==> src/rtl/ddr_pkg.sv <==
// Shared types for the DDR arbiter slice: command opcodes, arbiter states,
// default address width and the refresh-pending saturation level.
package ddr_pkg;

  typedef enum logic [1:0] {
    CMD_READ    = 2'b00,
    CMD_WRITE   = 2'b01,
    CMD_REFRESH = 2'b10
  } cmd_op_e;

  typedef enum logic [1:0] {
    WAIT_INIT = 2'd0,
    IDLE      = 2'd1,
    ISSUE     = 2'd2,
    BUSY      = 2'd3
  } arb_state_e;

  localparam int DDR_ADDR_W   = 24;
  localparam int REF_PEND_MAX = 8;
  localparam int REF_PEND_W   = $clog2(REF_PEND_MAX + 1);

endpackage

==> src/rtl/ddr_refresh_timer.sv <==
// Auto-refresh interval counter with a saturating count of owed refreshes
// and a sticky flag for ticks lost because the count was already full.
module ddr_refresh_timer
  import ddr_pkg::*;
#(
  parameter int INTERVAL = 1000
) (
  input  logic clk133_p,
  input  logic rst,
  input  logic run_i,
  input  logic acc_i,
  output logic pending_nz_o,
  output logic overflow_o
);

  localparam int TW = (INTERVAL > 1) ? $clog2(INTERVAL) : 1;

  logic [TW-1:0]         tmr_q, tmr_d;
  logic [REF_PEND_W-1:0] pend_q, pend_d;
  logic                  ovf_q, ovf_d;
  logic                  wrap;

  assign wrap = run_i && (tmr_q == TW'(INTERVAL - 1));

  always_comb begin
    tmr_d  = '0;
    pend_d = pend_q;
    ovf_d  = ovf_q;
    if (run_i && !wrap) tmr_d = tmr_q + 1'b1;
    // a tick and an accepted refresh in the same cycle cancel out
    if (wrap && !acc_i) begin
      if (pend_q == REF_PEND_W'(REF_PEND_MAX)) ovf_d = 1'b1;
      else                                    pend_d = pend_q + 1'b1;
    end else if (acc_i && !wrap && pend_q != '0) begin
      pend_d = pend_q - 1'b1;
    end
  end

  always_ff @(posedge clk133_p or posedge rst) begin
    if (rst) begin
      tmr_q  <= '0;
      pend_q <= '0;
      ovf_q  <= 1'b0;
    end else begin
      tmr_q  <= tmr_d;
      pend_q <= pend_d;
      ovf_q  <= ovf_d;
    end
  end

  assign pending_nz_o = (pend_q != '0);
  assign overflow_o   = ovf_q;

endmodule

==> src/rtl/ddr_arbiter.sv <==
// Single-command DDR arbiter: refresh > video read > draw write.
// Define DDR_ARB_STARVE_GUARD_EN to let draw win once after STARVE_LIMIT video grants.
module ddr_arbiter
  import ddr_pkg::*;
#(
  parameter int REFRESH_INTERVAL = 1000,
  parameter int STARVE_LIMIT     = 8,
  parameter int ADDR_W           = DDR_ADDR_W
) (
  input  logic              clk133_p,
  input  logic              rst,
  input  logic              init_done,
  input  logic              vid_req,
  input  logic [ADDR_W-1:0] vid_addr,
  output logic              vid_ack,
  output logic [31:0]       vid_data,
  output logic              vid_valid,
  input  logic              drw_req,
  input  logic [ADDR_W-1:0] drw_addr,
  input  logic [31:0]       drw_data,
  output logic              drw_ack,
  output logic              cmd_valid,
  output logic [1:0]        cmd_op,
  output logic [ADDR_W-1:0] cmd_addr,
  output logic [31:0]       cmd_wdata,
  input  logic              cmd_ready,
  input  logic              cmd_done,
  input  logic              rd_valid,
  input  logic [31:0]       rd_data,
  output logic              refresh_overflow
);

  arb_state_e        state_q, state_d;
  cmd_op_e           op_q, op_d;
  logic [ADDR_W-1:0] addr_q, addr_d;
  logic [31:0]       wdata_q, wdata_d, vdata_q;
  logic              vack_q, vack_d, dack_q, dack_d;
  logic              rd_out_q, rd_out_d, vvld_q;
  logic              ref_pend, ref_acc, vid_gnt, drw_gnt, starve_hit;

  ddr_refresh_timer #(.INTERVAL(REFRESH_INTERVAL)) u_refresh (
    .clk133_p     (clk133_p),
    .rst          (rst),
    .run_i        (state_q != WAIT_INIT),
    .acc_i        (ref_acc),
    .pending_nz_o (ref_pend),
    .overflow_o   (refresh_overflow)
  );

`ifdef DDR_ARB_STARVE_GUARD_EN
  localparam int SW = $clog2(STARVE_LIMIT + 1);
  logic [SW-1:0] starve_q, starve_d;

  assign starve_hit = drw_req && (starve_q == SW'(STARVE_LIMIT));

  always_comb begin
    starve_d = starve_q;
    if (vid_gnt && drw_req && starve_q != SW'(STARVE_LIMIT)) starve_d = starve_q + 1'b1;
    if (drw_gnt || !drw_req) starve_d = '0;
  end

  always_ff @(posedge clk133_p or posedge rst) begin
    if (rst) starve_q <= '0;
    else     starve_q <= starve_d;
  end
`else
  // strict priority: draw is never promoted over video
  assign starve_hit = (STARVE_LIMIT < 0);
`endif

  assign vid_gnt = (state_q == IDLE) && !ref_pend && vid_req && !starve_hit;
  assign drw_gnt = (state_q == IDLE) && !ref_pend && drw_req && !vid_gnt;

  always_comb begin
    state_d  = state_q;
    op_d     = op_q;
    addr_d   = addr_q;
    wdata_d  = wdata_q;
    vack_d   = 1'b0;
    dack_d   = 1'b0;
    ref_acc  = 1'b0;
    rd_out_d = rd_out_q;
    case (state_q)
      WAIT_INIT: if (init_done) state_d = IDLE;
      IDLE: begin
        if (ref_pend) begin
          op_d = CMD_REFRESH; addr_d = '0; wdata_d = '0; state_d = ISSUE;
        end else if (vid_gnt) begin
          op_d = CMD_READ; addr_d = vid_addr; wdata_d = '0; state_d = ISSUE;
        end else if (drw_gnt) begin
          op_d = CMD_WRITE; addr_d = drw_addr; wdata_d = drw_data; state_d = ISSUE;
        end
      end
      ISSUE: if (cmd_ready) begin
        // acks come from the latched op, even if the requester already let go
        state_d  = BUSY;
        vack_d   = (op_q == CMD_READ);
        dack_d   = (op_q == CMD_WRITE);
        ref_acc  = (op_q == CMD_REFRESH);
        rd_out_d = (op_q == CMD_READ);
      end
      BUSY: if (cmd_done) begin
        state_d  = IDLE;
        rd_out_d = 1'b0;
      end
      default: state_d = WAIT_INIT;
    endcase
  end

  always_ff @(posedge clk133_p or posedge rst) begin
    if (rst) begin
      state_q  <= WAIT_INIT;
      op_q     <= CMD_READ;
      addr_q   <= '0;
      wdata_q  <= '0;
      vack_q   <= 1'b0;
      dack_q   <= 1'b0;
      rd_out_q <= 1'b0;
      vvld_q   <= 1'b0;
      vdata_q  <= '0;
    end else begin
      state_q  <= state_d;
      op_q     <= op_d;
      addr_q   <= addr_d;
      wdata_q  <= wdata_d;
      vack_q   <= vack_d;
      dack_q   <= dack_d;
      rd_out_q <= rd_out_d;
      vvld_q   <= rd_valid && rd_out_q;
      if (rd_valid && rd_out_q) vdata_q <= rd_data;
    end
  end

  assign cmd_valid = (state_q == ISSUE);
  assign cmd_op    = op_q;
  assign cmd_addr  = addr_q;
  assign cmd_wdata = wdata_q;
  assign vid_ack   = vack_q;
  assign drw_ack   = dack_q;
  assign vid_valid = vvld_q;
  assign vid_data  = vdata_q;

endmodule

==> config.mk <==
export PLATFORM = sky130hd
export DESIGN_NAME = ddr_arbiter
export DESIGN_NICKNAME = d
export VERILOG_FILES = /design/src/rtl/ddr_pkg.sv /design/src/rtl/ddr_refresh_timer.sv /design/src/rtl/ddr_arbiter.sv
export SDC_FILE = /design/constraint.sdc
export NUM_CORES = 1
export LEC_CHECK = 0
export CORE_ASPECT_RATIO = 0.6
export CORE_MARGIN = 2
export CORE_UTILIZATION = 42
export CTS_CLUSTER_DIAMETER = 100
export CTS_CLUSTER_SIZE = 25
export DETAILED_ROUTE_END_ITERATION = 8
export PLACE_DENSITY = 0.86
export SYNTH_ARGS = -nofsm -noshare
export SYNTH_HDL_FRONTEND = slang
export SYNTH_SLANG_ARGS = --single-unit
==> constraint.sdc <==
create_clock -name clk133_p -period 4.8 [get_ports clk133_p]
set_input_delay 1.2 -clock clk133_p [delete_from_list [all_inputs] [get_ports clk133_p]]
set_output_delay 1.2 -clock clk133_p [all_outputs]
set_load 0.02 [all_outputs]
==> Yosys cells after proc, flatten, opt, wreduce, memory -nomap -nowiden <==
Cells that the tools add are included.
Widths: inputs -> output; s select.
{ "classes": {"addsub": 3, "n_eq_ne": 12, "mux": 29, "n_reduce_logical": 26} }
{ "ops": {"columns": ["operator", "n"], "rows": [
  ["$mux 32", 3],
  ["$mux 24", 3],
  ["$mux 2", 9],
  ["$mux 4", 3],
  ["$add 10x1->10 const B", 1],
  ["$eq 10x10->1 const B", 1],
  ["$logic_and 1x1->1", 10],
  ["$mux 10", 1],
  ["$mux 1", 8],
  ["$pmux 2 s4", 1],
  ["$eq 2x2->1 const B", 3],
  ["$ne 2x2->1 const B", 3],
  ["$reduce_and 2->1", 3],
  ["$reduce_bool 2->1", 3],
  ["$add 4x1->4 const B", 1],
  ["$eq 2x1->1 const B", 2],
  ["$eq 4x4->1 const B", 1],
  ["$logic_not 1->1", 4],
  ["$logic_not 2->1", 2],
  ["$ne 4x4->1 const B", 1],
  ["$reduce_and 4->1", 1],
  ["$reduce_bool 4->1", 1],
  ["$sub 4x1->4 const B", 1],
  ["$reduce_and 3->1", 1],
  ["3 further kinds", 3]
]} }
{ "totals": {"regBits": 111, "out_inout_bits": 95, "wordCells": 82} }

==> Longest topological paths before layout <==
Gate-level depths: netlist of run 1.
{ "depth": {"word_depth": 10, "depth_mapped": 10, "depth_no_buf": 10} }

==> Cells and area by module <==
A second synthesis of run 1 with hierarchy kept.
{ "unflattened": {"hier_cells": 367, "area_unflattened_um2": 4670.7} }
{ "modules_own_cells": {"columns": ["module", "n_inst", "cells_per_inst", "area_per_inst_um2", "seq_area_each_um2"], "rows": [
  ["ddr_arbiter", 1, 292, 3866.2, 2402.3],
  ["ddr_refresh_timer", 1, 75, 804.5, 375.4]
]} }

==> Worst setup path after synthesis of run 1 <==
OpenSTA, ideal clock, no wires.
{ "synth_timing": {"kind": "input port to flip-flop", "from": "in cmd_ready", "to": "reg u_refresh.pend_q[3]", "t_arrival_ps": 2461, "required_time_ps": 4671, "setup_slack_ps": 2210, "path_stages": 7, "path_cell_list": "nand4b_1 nand2_1 ha_1 a21oi_1 nand2_1 a311oi_1 a21oi_1"} }
{ "synth_between": {"elab_chain_cells": 6, "elab_cells_between_ends": 10} }
{ "synth_rtl": {"columns": ["element", "line", "rtl"], "rows": [
  ["from (decl)", "ddr_arbiter.sv:26", "input logic cmd_ready,"],
  ["$mux 1 *", "ddr_arbiter.sv:94", "ISSUE: if (cmd_ready) begin"],
  ["$mux 1 *", "ddr_arbiter.sv:83", "case (state_q)"],
  ["$logic_not 1->1 / $logic_and 1x1->1 (equally long branches)", "ddr_refresh_timer.sv:31, ddr_refresh_timer.sv:34", null],
  ["$logic_and 1x1->1 (on tied branches)", "ddr_refresh_timer.sv:31, ddr_refresh_timer.sv:34", null],
  ["$ne 2x2->1 (no line) / $reduce_bool 2->1 (equally long branches)", null, null],
  ["$reduce_and 2->1 (no line)", null, null],
  ["to (signal assigned)", "ddr_refresh_timer.sv:46", "pend_q <= pend_d;"],
  ["to (decl)", "ddr_refresh_timer.sv:19", "logic [REF_PEND_W-1:0] pend_q, pend_d;"]
]} }
Every way passes the cells marked *; elsewhere a longest branch is shown, timed or not.
A chain may end at the register's enable or synchronous reset.

==> Worst setup path in the final report of run 1 <==
Same ends and word-level chain as after synthesis.

==> reports/metrics.csv, run 1 <==
stage,metric,value,unit
grt,grt_pass1_wl,20700,um
drt,wl,13100,um
power,p_leak,3.16,nW
clocking,cts.sinks,111,
cells_and_area,nNetsFinal,745,
drt,detail_route.iter0.violations,140,
grt,grt_max_degree,58,
timing,setup_violations,0,
logic_synthesis,synth_area_leader_cell,dfrtp_1,
grt,grt_antenna_before_repair,0,
power,switching_power,0.00163,W
power,comb_power_share,46.3,%
timing,final_max_slew_viol_count,0,
cells_and_area,fin_cells,761,
logic_synthesis,synth_ff_type,dfrtp_1,
cells_and_area,drive_above_1_share,10.9,%
hold_path,whs_endpoint,u_refresh.tmr_q[0]$_DFF_PP0_,
timing,rsz0062_at_grt,no,
logic_synthesis,async_reset_ff_share,100,%
power,power_density,621,nW/um2
hold_path,hold_path.startpoint,u_refresh.tmr_q[0]$_DFF_PP0_,
setup_path,crit_required,5060,ps
logic_synthesis,netlist_area,4710,um2
floorplan,die-area,12100,um2
clocking,cts_buffer_depth,2,
drt,viasPerCell,5.10,
placed_design,io_buffers,214,
floorplan,pin_count,215,
timing,final.setup.tns,0,ps
logic_synthesis,ys_ff_latch,111,
grt,track_usage,21.6,%
clocking,clock_latency,340,ps
drt,first_pass_iters,4,
clocking,cts_setup_buffers,0,
logic_synthesis,syn-num-nets,537,
clocking,ctsResizeCount,0,
outcome,status,"complete, no violations",
setup_path,arrival,3400,ps
clocking,clk_pin_slew_worst_paths,70,ps
floorplan,dieHeight,86.0,um
clocking,cts_buffers,9,
logic_synthesis,synthTopCellsByArea,"dfrtp_1 59%, mux2_2 8.4%, a22o_1 6.1%",
setup_path,cp_cell_sequence,clkdlybuf4s50_1 > nand4b_1 > nand2_1 > ha_1 > a21oi_1 > nand2_1 > nor4_1 > a311oi_1 > a21oi_1,
setup_path,r2r-start,state_q[0]$_DFFE_PP0P_,
timing,max_freq,0.319,GHz
hold_path,whs_path_depth,1,
setup_path,critPathLaunchType,primary input,
cells_and_area,antennaDiodeCount,0,
clocking,cts_tree,yes,
clocking,cts_max_level,3,
timing,maxSlewHeadroom,21.5,%
placed_design,dp_hpwl,9720,um
drt,vias,3879,
setup_path,crit_slowest_cell,clkdlybuf4s50_1,
power,sequentialPowerShare,34.8,%
logic_synthesis,seq_area_frac_synth,59.0,%
setup_path,critPathMaxFanout,7,
cells_and_area,area_growth_syn_to_layout,54.8,%
setup_path,r2r_cells,10,
power,switching_share,36.1,%
timing,finalCriticalPeriod,3140,ps
floorplan,start_util,43.9,%
placed_design,post-place-cells,745,
cells_and_area,layout_common_cells,"213 x clkdlybuf4s50_1, 111 x dfrtp_1, 57 x nand2_1, 36 x nor2_1, 35 x mux2_2",
logic_synthesis,yosysTopAreaCellShare,59.0,%
floorplan,die_w,141,um
timing,skew,8.06,ps
logic_synthesis,yosysWarningCount,0,
timing,worst_slew_pin_slew,1180,ps
placed_design,gp_congestion,0.939,
setup_path,r2r_slack,2010,ps
drt,wl_per_cell,17.2,um
grt,first_global_vias,4081,
logic_synthesis,syn_avg_cell_area,11.5,um2
floorplan,core,10700,um2
power,peakVddDrop,0.292,mV
run,maxCapViolations,0,
power,intPower,0.00289,W
logic_synthesis,synth-edff-count,0,
setup_path,max_stage_delay,490,ps
drt,ant_nets,0,
grt,grt_overflow_total,0,
floorplan,rows,29,
clocking,cts_root_buffer,clkbuf_16,
cells_and_area,final_common_cell,clkdlybuf4s50_1,
setup_path,r2r_end,u_refresh.pend_q[3]$_DFFE_PP0P_,
logic_synthesis,yosysUniqueCellTypes,38,
cells_and_area,fill_cells,806,
drt,drc_errors,0,
logic_synthesis,syn_inst,409,
setup_path,path_class,in2reg,
timing,hold_viol_final,0,
hold_path,hold_path_class,reg2reg,
clocking,hold_buffers,0,
timing,period_share,65.4,%
setup_path,cp-end-kind,flop,
power,clkPwrFrac,18.9,%
## registers in the layout, summed over array words and instances, names as in the netlist
name                  cells
drw_ack                   1
vid_ack                   1
u_refresh.pend_q          4
rd_out_q                  1
vid_data                 32
vid_valid                 1
cmd_wdata                32
u_refresh.tmr_q          10
u_refresh.overflow_o      1
state_q                   2
cmd_op                    2
cmd_addr                 24
## synthesized netlist by cell type, types with 3 or more instances
| master | instances |
|---|---|
| o21ai_1 | 9 |
| buf_6 | 4 |
| o21ai_0 | 19 |
| dfrtp_1 | 111 |
| a21oi_1 | 28 |
| buf_1 | 4 |
| xor2_1 | 3 |
| xnor2_1 | 7 |
| clkbuf_1 | 10 |
| ha_1 | 7 |
| inv_1 | 9 |
| a22o_1 | 33 |
| nor2_1 | 36 |
| nand3_1 | 4 |
| buf_4 | 3 |
| nand2_1 | 57 |
| mux2_2 | 35 |
| nor3_1 | 6 |
## power groups by stage
stage               combinational [W]  clock (W)  sequential (W)
floorplan                    0.000633          0         0.00202
global route                  0.00223   0.000914         0.00162
CTS                           0.00211   0.000877         0.00158
global placement              0.00205          0         0.00156
detailed placement            0.00211          0         0.00159
finish                        0.00209   0.000857         0.00158
## worst max-delay path: cells and delay by family
kind | cells | cell delay, ps
AND/OR/NAND/NOR | 4 | 960
AO/OA/AOI/OAI | 3 | 440
buffers and inverters | 1 | 490
adder cells (fa/ha/maj) | 1 | 310
## layout make-up
class	count	area, um2	area share, %
flip-flops and latches	111	2780	38.1
repair buffers	220	2180	29.9
multi-input cells	266	1780	24.4
clock buffers	9	225	3.09
well taps	139	174	2.39
clock inverters	7	120	1.65
inverters	9	36.3	0.498
## how the worst max path moves through the flow
stage	startpoint	cells after the start	endpoint	slack, ps
2_1_floorplan	rst	1	cmd_addr[0]$_DFFE_PP0P_	670
3_3_place_gp	cmd_ready	9	u_refresh.pend_q[3]$_DFFE_PP0P_	1610
3_5_place_dp	cmd_ready	9	u_refresh.pend_q[3]$_DFFE_PP0P_	1400
4_1_cts	cmd_ready	9	u_refresh.pend_q[3]$_DFFE_PP0P_	1760
5_1_grt	cmd_ready	9	u_refresh.pend_q[3]$_DFFE_PP0P_	1420
6_report	cmd_ready	9	u_refresh.pend_q[3]$_DFFE_PP0P_	1660
## metal layers
layer	wire, um	global-route usage [%]	vias up
met5	0	0	-
met4	80	3.91	0
met3	990	6.48	6
met2	6430	37.4	152
met1	5620	27.5	1890
li1	-	-	1831
## metrics by stage
step	cell area [um2]	setup slack, ps	total power, W	util (%)	hold WS, ps
after floorplan	4710	669	0.00265	-	433
after global placement	6950	1610	0.00362	64.7	446
after detailed placement	6950	1400	0.00370	64.7	451
after CTS	7290	1760	0.00457	67.9	460
after global routing	7290	1420	0.00477	67.9	493
final	7290	1660	0.00453	67.9	455
## kinds of logic (layout without fill, tap and decap cells)
kind of cell / count (synthesis) / count (layout) / synth area share (%)
xor gates and xnor gates: 10 / 10 / 1.86
and+or+nand+nor: 116 / 116 / 11.6
AOI/OAI and AO/OA: 97 / 97 / 13.5
DFF: 111 / 111 / 59.0
muxes: 35 / 35 / 8.37
buffers and inverters: 32 / 245 / 3.48
adders and majority gates: 8 / 8 / 2.28
Note: power is estimated with default switching activity, not from simulation.
==> run 2: changes to the inputs <==
- clock period: 4.8 -> 3.3 ns (I/O delays scaled with it)
==> reports/metrics.csv, run 2 (synthesized netlist as in run 1, its figures left out) <==
stage,metric,value,unit,change
clocking,cts_buffer_depth,2,,unchanged
timing,finalCriticalPeriod,2700,ps,
clocking,clk_pin_slew_worst_paths,70,ps,about the same
grt,grt_pass1_wl,20500,um,-1.3%
floorplan,dieHeight,86.0,um,unchanged
placed_design,io_buffers,214,,unchanged
timing,setup_violations,0,,unchanged
hold_path,whs_path_depth,1,,unchanged
cells_and_area,nNetsFinal,746,,+0.13%
grt,track_usage,21.4,%,-0.26 points
setup_path,crit_slowest_cell,clkdlybuf4s50_1,,
timing,hold_viol_final,0,,unchanged
hold_path,hold_path.startpoint,u_refresh.tmr_q[0]$_DFF_PP0_,,
power,power_density,881,nW/um2,+42%
clocking,cts_root_buffer,clkbuf_16,,
grt,grt_overflow_total,0,,unchanged
timing,final.setup.tns,0,ps,unchanged
floorplan,start_util,43.9,%,unchanged
power,power.total,0.00640,W,+41%
cells_and_area,drive_above_1_share,10.9,%,unchanged
timing,period_share,81.8,%,
timing,skew,10.5,ps,+2.49 ps
timing,maxSlewHeadroom,38.6,%,+17 points
cells_and_area,final_common_cell,clkdlybuf4s50_1,,
floorplan,pin_count,215,,unchanged
setup_path,arrival,2920,ps,-480 ps
setup_path,r2r_slack,610,ps,-1400 ps
clocking,hold_buffers,0,,unchanged
drt,detail_route.iter0.violations,260,,+86%
power,intPower,0.00403,W,+39%
floorplan,die_w,141,um,unchanged
clocking,cts_max_level,3,,unchanged
setup_path,crit_required,3520,ps,-1540 ps
power,p_leak,3.14,nW,-0.60%
clocking,cts.sinks,111,,unchanged
placed_design,gp_congestion,0.869,,-7.4%
clocking,cts_setup_buffers,0,,unchanged
clocking,clock_latency,340,ps,about the same
drt,ant_nets,0,,unchanged
floorplan,rows,29,,unchanged
run,maxCapViolations,0,,unchanged
clocking,cts_tree,yes,,
clocking,cts_buffers,9,,unchanged
setup_path,r2r_end,u_refresh.pend_q[3]$_DFFE_PP0P_,,
drt,wl_per_cell,16.6,um,-3.7%
setup_path,path_class,in2reg,,
drt,vias,3857,,-0.57%
drt,wl,12600,um,-3.7%
setup_path,critPathMaxFanout,7,,unchanged
drt,drc_errors,0,,unchanged
drt,first_pass_iters,4,,unchanged
power,clkPwrFrac,16.2,%,-2.7 points
drt,viasPerCell,5.07,,-0.57%
placed_design,dp_hpwl,9350,um,-3.8%
cells_and_area,antennaDiodeCount,0,,unchanged
setup_path,critPathTopFamily,simple AND/OR/NAND/NOR gates,,
setup_path,r2r-start,state_q[0]$_DFFE_PP0P_,,
grt,first_global_vias,4045,,-0.88%
power,sequentialPowerShare,35.6,%,+0.8 points
setup_path,max_stage_delay,520,ps,+30 ps
setup_path,critPathLaunchType,primary input,,
power,switching_share,37.0,%,+0.92 points
timing,max_freq,0.371,GHz,
outcome,status,"complete, no violations",,
grt,grt_max_degree,112,,+93%
timing,rsz0062_at_grt,no,,
power,switching_power,0.00237,W,+45%
grt,grt_antenna_before_repair,0,,unchanged
setup_path,cp_cell_sequence,clkdlybuf4s50_1 > nand4b_1 > nand2_1 > ha_1 > a21oi_1 > nand2_1 > a311oi_1 > a21oi_1,,
hold_path,whs_endpoint,u_refresh.tmr_q[0]$_DFF_PP0_,,
power,peakVddDrop,0.413,mV,+42%
cells_and_area,layout_common_cells,"213 x clkdlybuf4s50_1, 111 x dfrtp_1, 57 x nand2_1, 36 x nor2_1, 35 x mux2_2",,
cells_and_area,fill_cells,806,,unchanged
power,comb_power_share,48.1,%,+1.8 points
setup_path,cp-end-kind,flop,,
timing,final_max_slew_viol_count,0,,unchanged
hold_path,hold_path_class,reg2reg,,
timing,worst_slew_pin_slew,913,ps,-265 ps
clocking,ctsResizeCount,0,,unchanged
setup_path,r2r_cells,9,,-1
cells_and_area,area_growth_syn_to_layout,54.1,%,
floorplan,core,10700,um2,unchanged
setup_path,crit_buf_inv,1,,unchanged
floorplan,die-area,12100,um2,unchanged
-- run 2: how the worst max path moves through the flow --
| stage | start | end | slack, ps | cells past startpoint |
|---|---|---|---|---|
| after floorplan | state_q[0]$_DFFE_PP0P_ | u_refresh.pend_q[3]$_DFFE_PP0P_ | 990 | 9 |
| after global placement | cmd_ready | u_refresh.pend_q[3]$_DFFE_PP0P_ | 480 | 8 |
| after detailed placement | cmd_ready | u_refresh.pend_q[3]$_DFFE_PP0P_ | 310 | 8 |
| after CTS | cmd_ready | u_refresh.pend_q[3]$_DFFE_PP0P_ | 670 | 9 |
| after global routing | state_q[0]$_DFFE_PP0P_ | u_refresh.pend_q[3]$_DFFE_PP0P_ | 470 | 10 |
| final | cmd_ready | u_refresh.pend_q[3]$_DFFE_PP0P_ | 600 | 8 |
-- run 2: power by group through the flow --
stage / logic [W] / clock network, W / registers [W]
6_report: 0.00308 / 0.00104 / 0.00228
5_1_grt: 0.00329 / 0.00112 / 0.00236
4_1_cts: 0.00311 / 0.00106 / 0.00229
3_5_place_dp: 0.00311 / 0 / 0.00230
3_3_place_gp: 0.00303 / 0 / 0.00226
2_1_floorplan: 0.000921 / 0 / 0.00294
-- run 2: cell type report --
type | instances | area, um2 | area share, %
inverters | 9 | 37.5 | 0.517
clock inverters | 5 | 41.3 | 0.569
clock buffers | 10 | 239 | 3.29
multi-input cells | 266 | 1780 | 24.5
flip-flops and latches | 111 | 2780 | 38.3
well taps | 139 | 174 | 2.40
repair buffers | 221 | 2210 | 30.5
-- run 2: worst register-to-register path, delay by kind of cell (launching register included) --
family,cells,cell delay (ps)
DFF,1,390
adders and majority gates,2,660
buffers and inverters,1,80
and+or+nand+nor,3,850
AOI/OAI and AO/OA,3,600
-- run 2: per-stage QoR --
stage	hold slack [ps]	utilization (%)	instance area, um2	cells	worst slack, ps
final	474	67.6	7260	761	601
after detailed placement	469	65.0	6980	746	306
after global placement	444	65.0	6980	746	476
after floorplan	433	-	4710	409	993
after global routing	510	67.6	7260	761	472
after CTS	478	67.6	7260	761	667
-- run 2: layer usage --
metal	GRT usage, %	wire length [um]	vias up
li1	-	-	1832
met1	26.8	5410	1840
met2	35.9	6000	167
met3	6.92	1030	18
met4	6.18	196	0
met5	0	0	-
==> run 3: changes to the inputs <==
- CORE_UTILIZATION: 42 -> 38
- PLACE_DENSITY: 0.86 -> 0.82
- clock period: 3.3 -> 2.2 ns (I/O delays scaled with it)
==> reports/metrics.csv, run 3 (synthesized netlist as in run 1, its figures left out) <==
stage,metric,value,unit,change
timing,maxSlewHeadroom,66.3,%,+28 points
hold_path,hold_path_class,reg2reg,,
clocking,cts_tree,yes,,
placed_design,post-place-cells,784,,+5.1%
floorplan,die-area,13300,um2,+10%
floorplan,start_util,39.1,%,-4.8 points
drt,detail_route.iter0.violations,182,,-30%
timing,final.setup.tns,0,ps,unchanged
grt,track_usage,19.9,%,-1.4 points
timing,finalCriticalPeriod,2160,ps,
clocking,cts.sinks,111,,unchanged
setup_path,r2r_slack,40,ps,-570 ps
floorplan,rows,31,,+6.9%
grt,grt_max_degree,72,,-36%
placed_design,placed_area,7130,um2,+2.2%
clocking,cts_root_buffer,clkbuf_16,,
floorplan,core,12100,um2,+12%
setup_path,crit_required,2430,ps,-1090 ps
placed_design,io_buffers,214,,unchanged
cells_and_area,layout_common_cells,"212 x clkdlybuf4s50_1, 111 x dfrtp_1, 54 x nand2_1, 36 x nor2_1, 35 x mux2_2",,
setup_path,cp-end-kind,flop,,
cells_and_area,antennaDiodeCount,0,,unchanged
timing,period_share,98.1,%,
cells_and_area,fin_cells,803,,+5.5%
outcome,status,"complete, no violations",,
timing,skew,5.57,ps,-4.98 ps
grt,first_global_vias,4114,,+1.7%
drt,wl_per_cell,16.3,um,-2.1%
clocking,cts_buffer_depth,2,,unchanged
grt,grt_pass1_wl,21000,um,+2.4%
grt,grt_overflow_total,0,,unchanged
setup_path,crit_buf_inv,1,,unchanged
cells_and_area,area_growth_syn_to_layout,58.8,%,
drt,vias,3970,,+2.9%
setup_path,crit_slowest_cell,dfrtp_1,,
setup_path,critPathMaxFanout,4,,-3
cells_and_area,fill_cells,939,,+17%
run,maxCapViolations,0,,unchanged
placed_design,dp_hpwl,9860,um,+5.4%
placed_design,gp_congestion,0.855,,-1.7%
setup_path,arrival,2390,ps,-530 ps
setup_path,critPathTopFamily,simple AND/OR/NAND/NOR gates,,
drt,viasPerCell,4.94,,-2.5%
timing,worst_slew_pin_slew,506,ps,-406 ps
power,peakVddDrop,0.616,mV,+49%
floorplan,die_w,148,um,+5.0%
timing,rsz0062_at_grt,yes,,
cells_and_area,final_common_cell,clkdlybuf4s50_1,,
grt,grt_antenna_before_repair,0,,unchanged
clocking,clock_latency,340,ps,about the same
floorplan,pin_count,215,,unchanged
clocking,cts_max_level,3,,unchanged
timing,max_freq,0.464,GHz,
power,p_leak,3.22,nW,+2.7%
power,power_density,1300,nW/um2,+47%
cells_and_area,drive_above_1_share,14.7,%,+3.8 points
timing,hold_viol_final,0,,unchanged
clocking,clk_pin_slew_worst_paths,80,ps,about the same
drt,first_pass_iters,4,,unchanged
drt,wl,13100,um,+3.3%
timing,setup_violations,0,,unchanged
floorplan,dieHeight,90.2,um,+4.9%
cells_and_area,nNetsFinal,761,,+2.0%
cells_and_area,fin_area,7480,um2,+3.1%
setup_path,path_class,reg2reg,,
timing,final_max_slew_viol_count,0,,unchanged
drt,ant_nets,0,,unchanged
setup_path,cp_cell_sequence,nand4bb_4 > nor4_4 > nand2_2 > buf_4 > fa_2 > xor2_1 > mux2_2,,
clocking,cts_buffers,9,,unchanged
setup_path,max_stage_delay,410,ps,-110 ps
drt,drc_errors,0,,unchanged
setup_path,critPathLaunchType,flop,,
-- run 3: final cells by class --
class | count | area, um2 | share of cell area (%)
multi-input combinational | 266 | 1830 | 24.4
clock buffer | 11 | 243 | 3.24
sequential | 111 | 2780 | 37.1
tap | 165 | 206 | 2.76
clock inverter | 5 | 50.0 | 0.669
inverter | 9 | 37.5 | 0.502
timing repair buffer | 236 | 2340 | 31.3
-- run 3: final timing paths --
| check | cells past startpoint | startpoint | endpoint |
|---|---|---|---|
| worst min register to register | 1 | u_refresh.tmr_q[0]$_DFF_PP0_ | u_refresh.tmr_q[0]$_DFF_PP0_ |
| min in group asynchronous | 3 | rst | cmd_wdata[28]$_DFFE_PP0P_ |
| worst max register to register | 7 | u_refresh.tmr_q[4]$_DFF_PP0_ | u_refresh.pend_q[2]$_DFFE_PP0P_ |
| worst max-delay path | 7 | u_refresh.tmr_q[4]$_DFF_PP0_ | u_refresh.pend_q[2]$_DFFE_PP0P_ |
| max in group asynchronous | 3 | rst | cmd_op[1]$_DFFE_PP0P_ |
| worst min-delay path | 1 | u_refresh.tmr_q[0]$_DFF_PP0_ | u_refresh.tmr_q[0]$_DFF_PP0_ |
-- run 3: worst reg2reg max path: stages, from the launching register on --
cell       delay (ps)
dfrtp_1           410
nand4bb_4         250
nor4_4            320
nand2_2           140
buf_4             170
fa_2              340
xor2_1            170
mux2_2            250
-- run 3: timing repair --
action / CTS / global route
buffers inserted: 0 / 3
resized for setup: 6 / 5
hold buffers: 0 / 0
endpoints found under the setup margin: 2 / 2
pin swaps: 3 / 6
-- run 3: layer usage --
| layer | vias to the layer above | GRT usage (%) | part of all wire [%] |
|---|---|---|---|
| met2 | 151 | 33.2 | 48 |
| met4 | 0 | 5.13 | 1.4 |
| met1 | 1933 | 25.0 | 43 |
| met5 | - | 0 | 0 |
| met3 | 14 | 6.70 | 7.6 |
| li1 | 1872 | - | - |
-- run 3: power breakdown --
part,internal [W],leakage (nW),switching [W]
combinational,0.00236,1.67,0.00231
clock,0.000824,0.140,0.000772
sequential,0.00292,1.42,0.000502
-- run 3: per-stage QoR --
step	total power [W]	hold WS, ps	worst slack, ps	util, %
after global placement	0.00800	443	-61.2	59.1
after floorplan	0.00578	433	15.7	-
final	0.00969	468	42.9	62.0
after CTS	0.00979	473	5.41	61.7
after global routing	0.0103	497	-55.6	62.0
after detailed placement	0.00816	459	-192	59.1
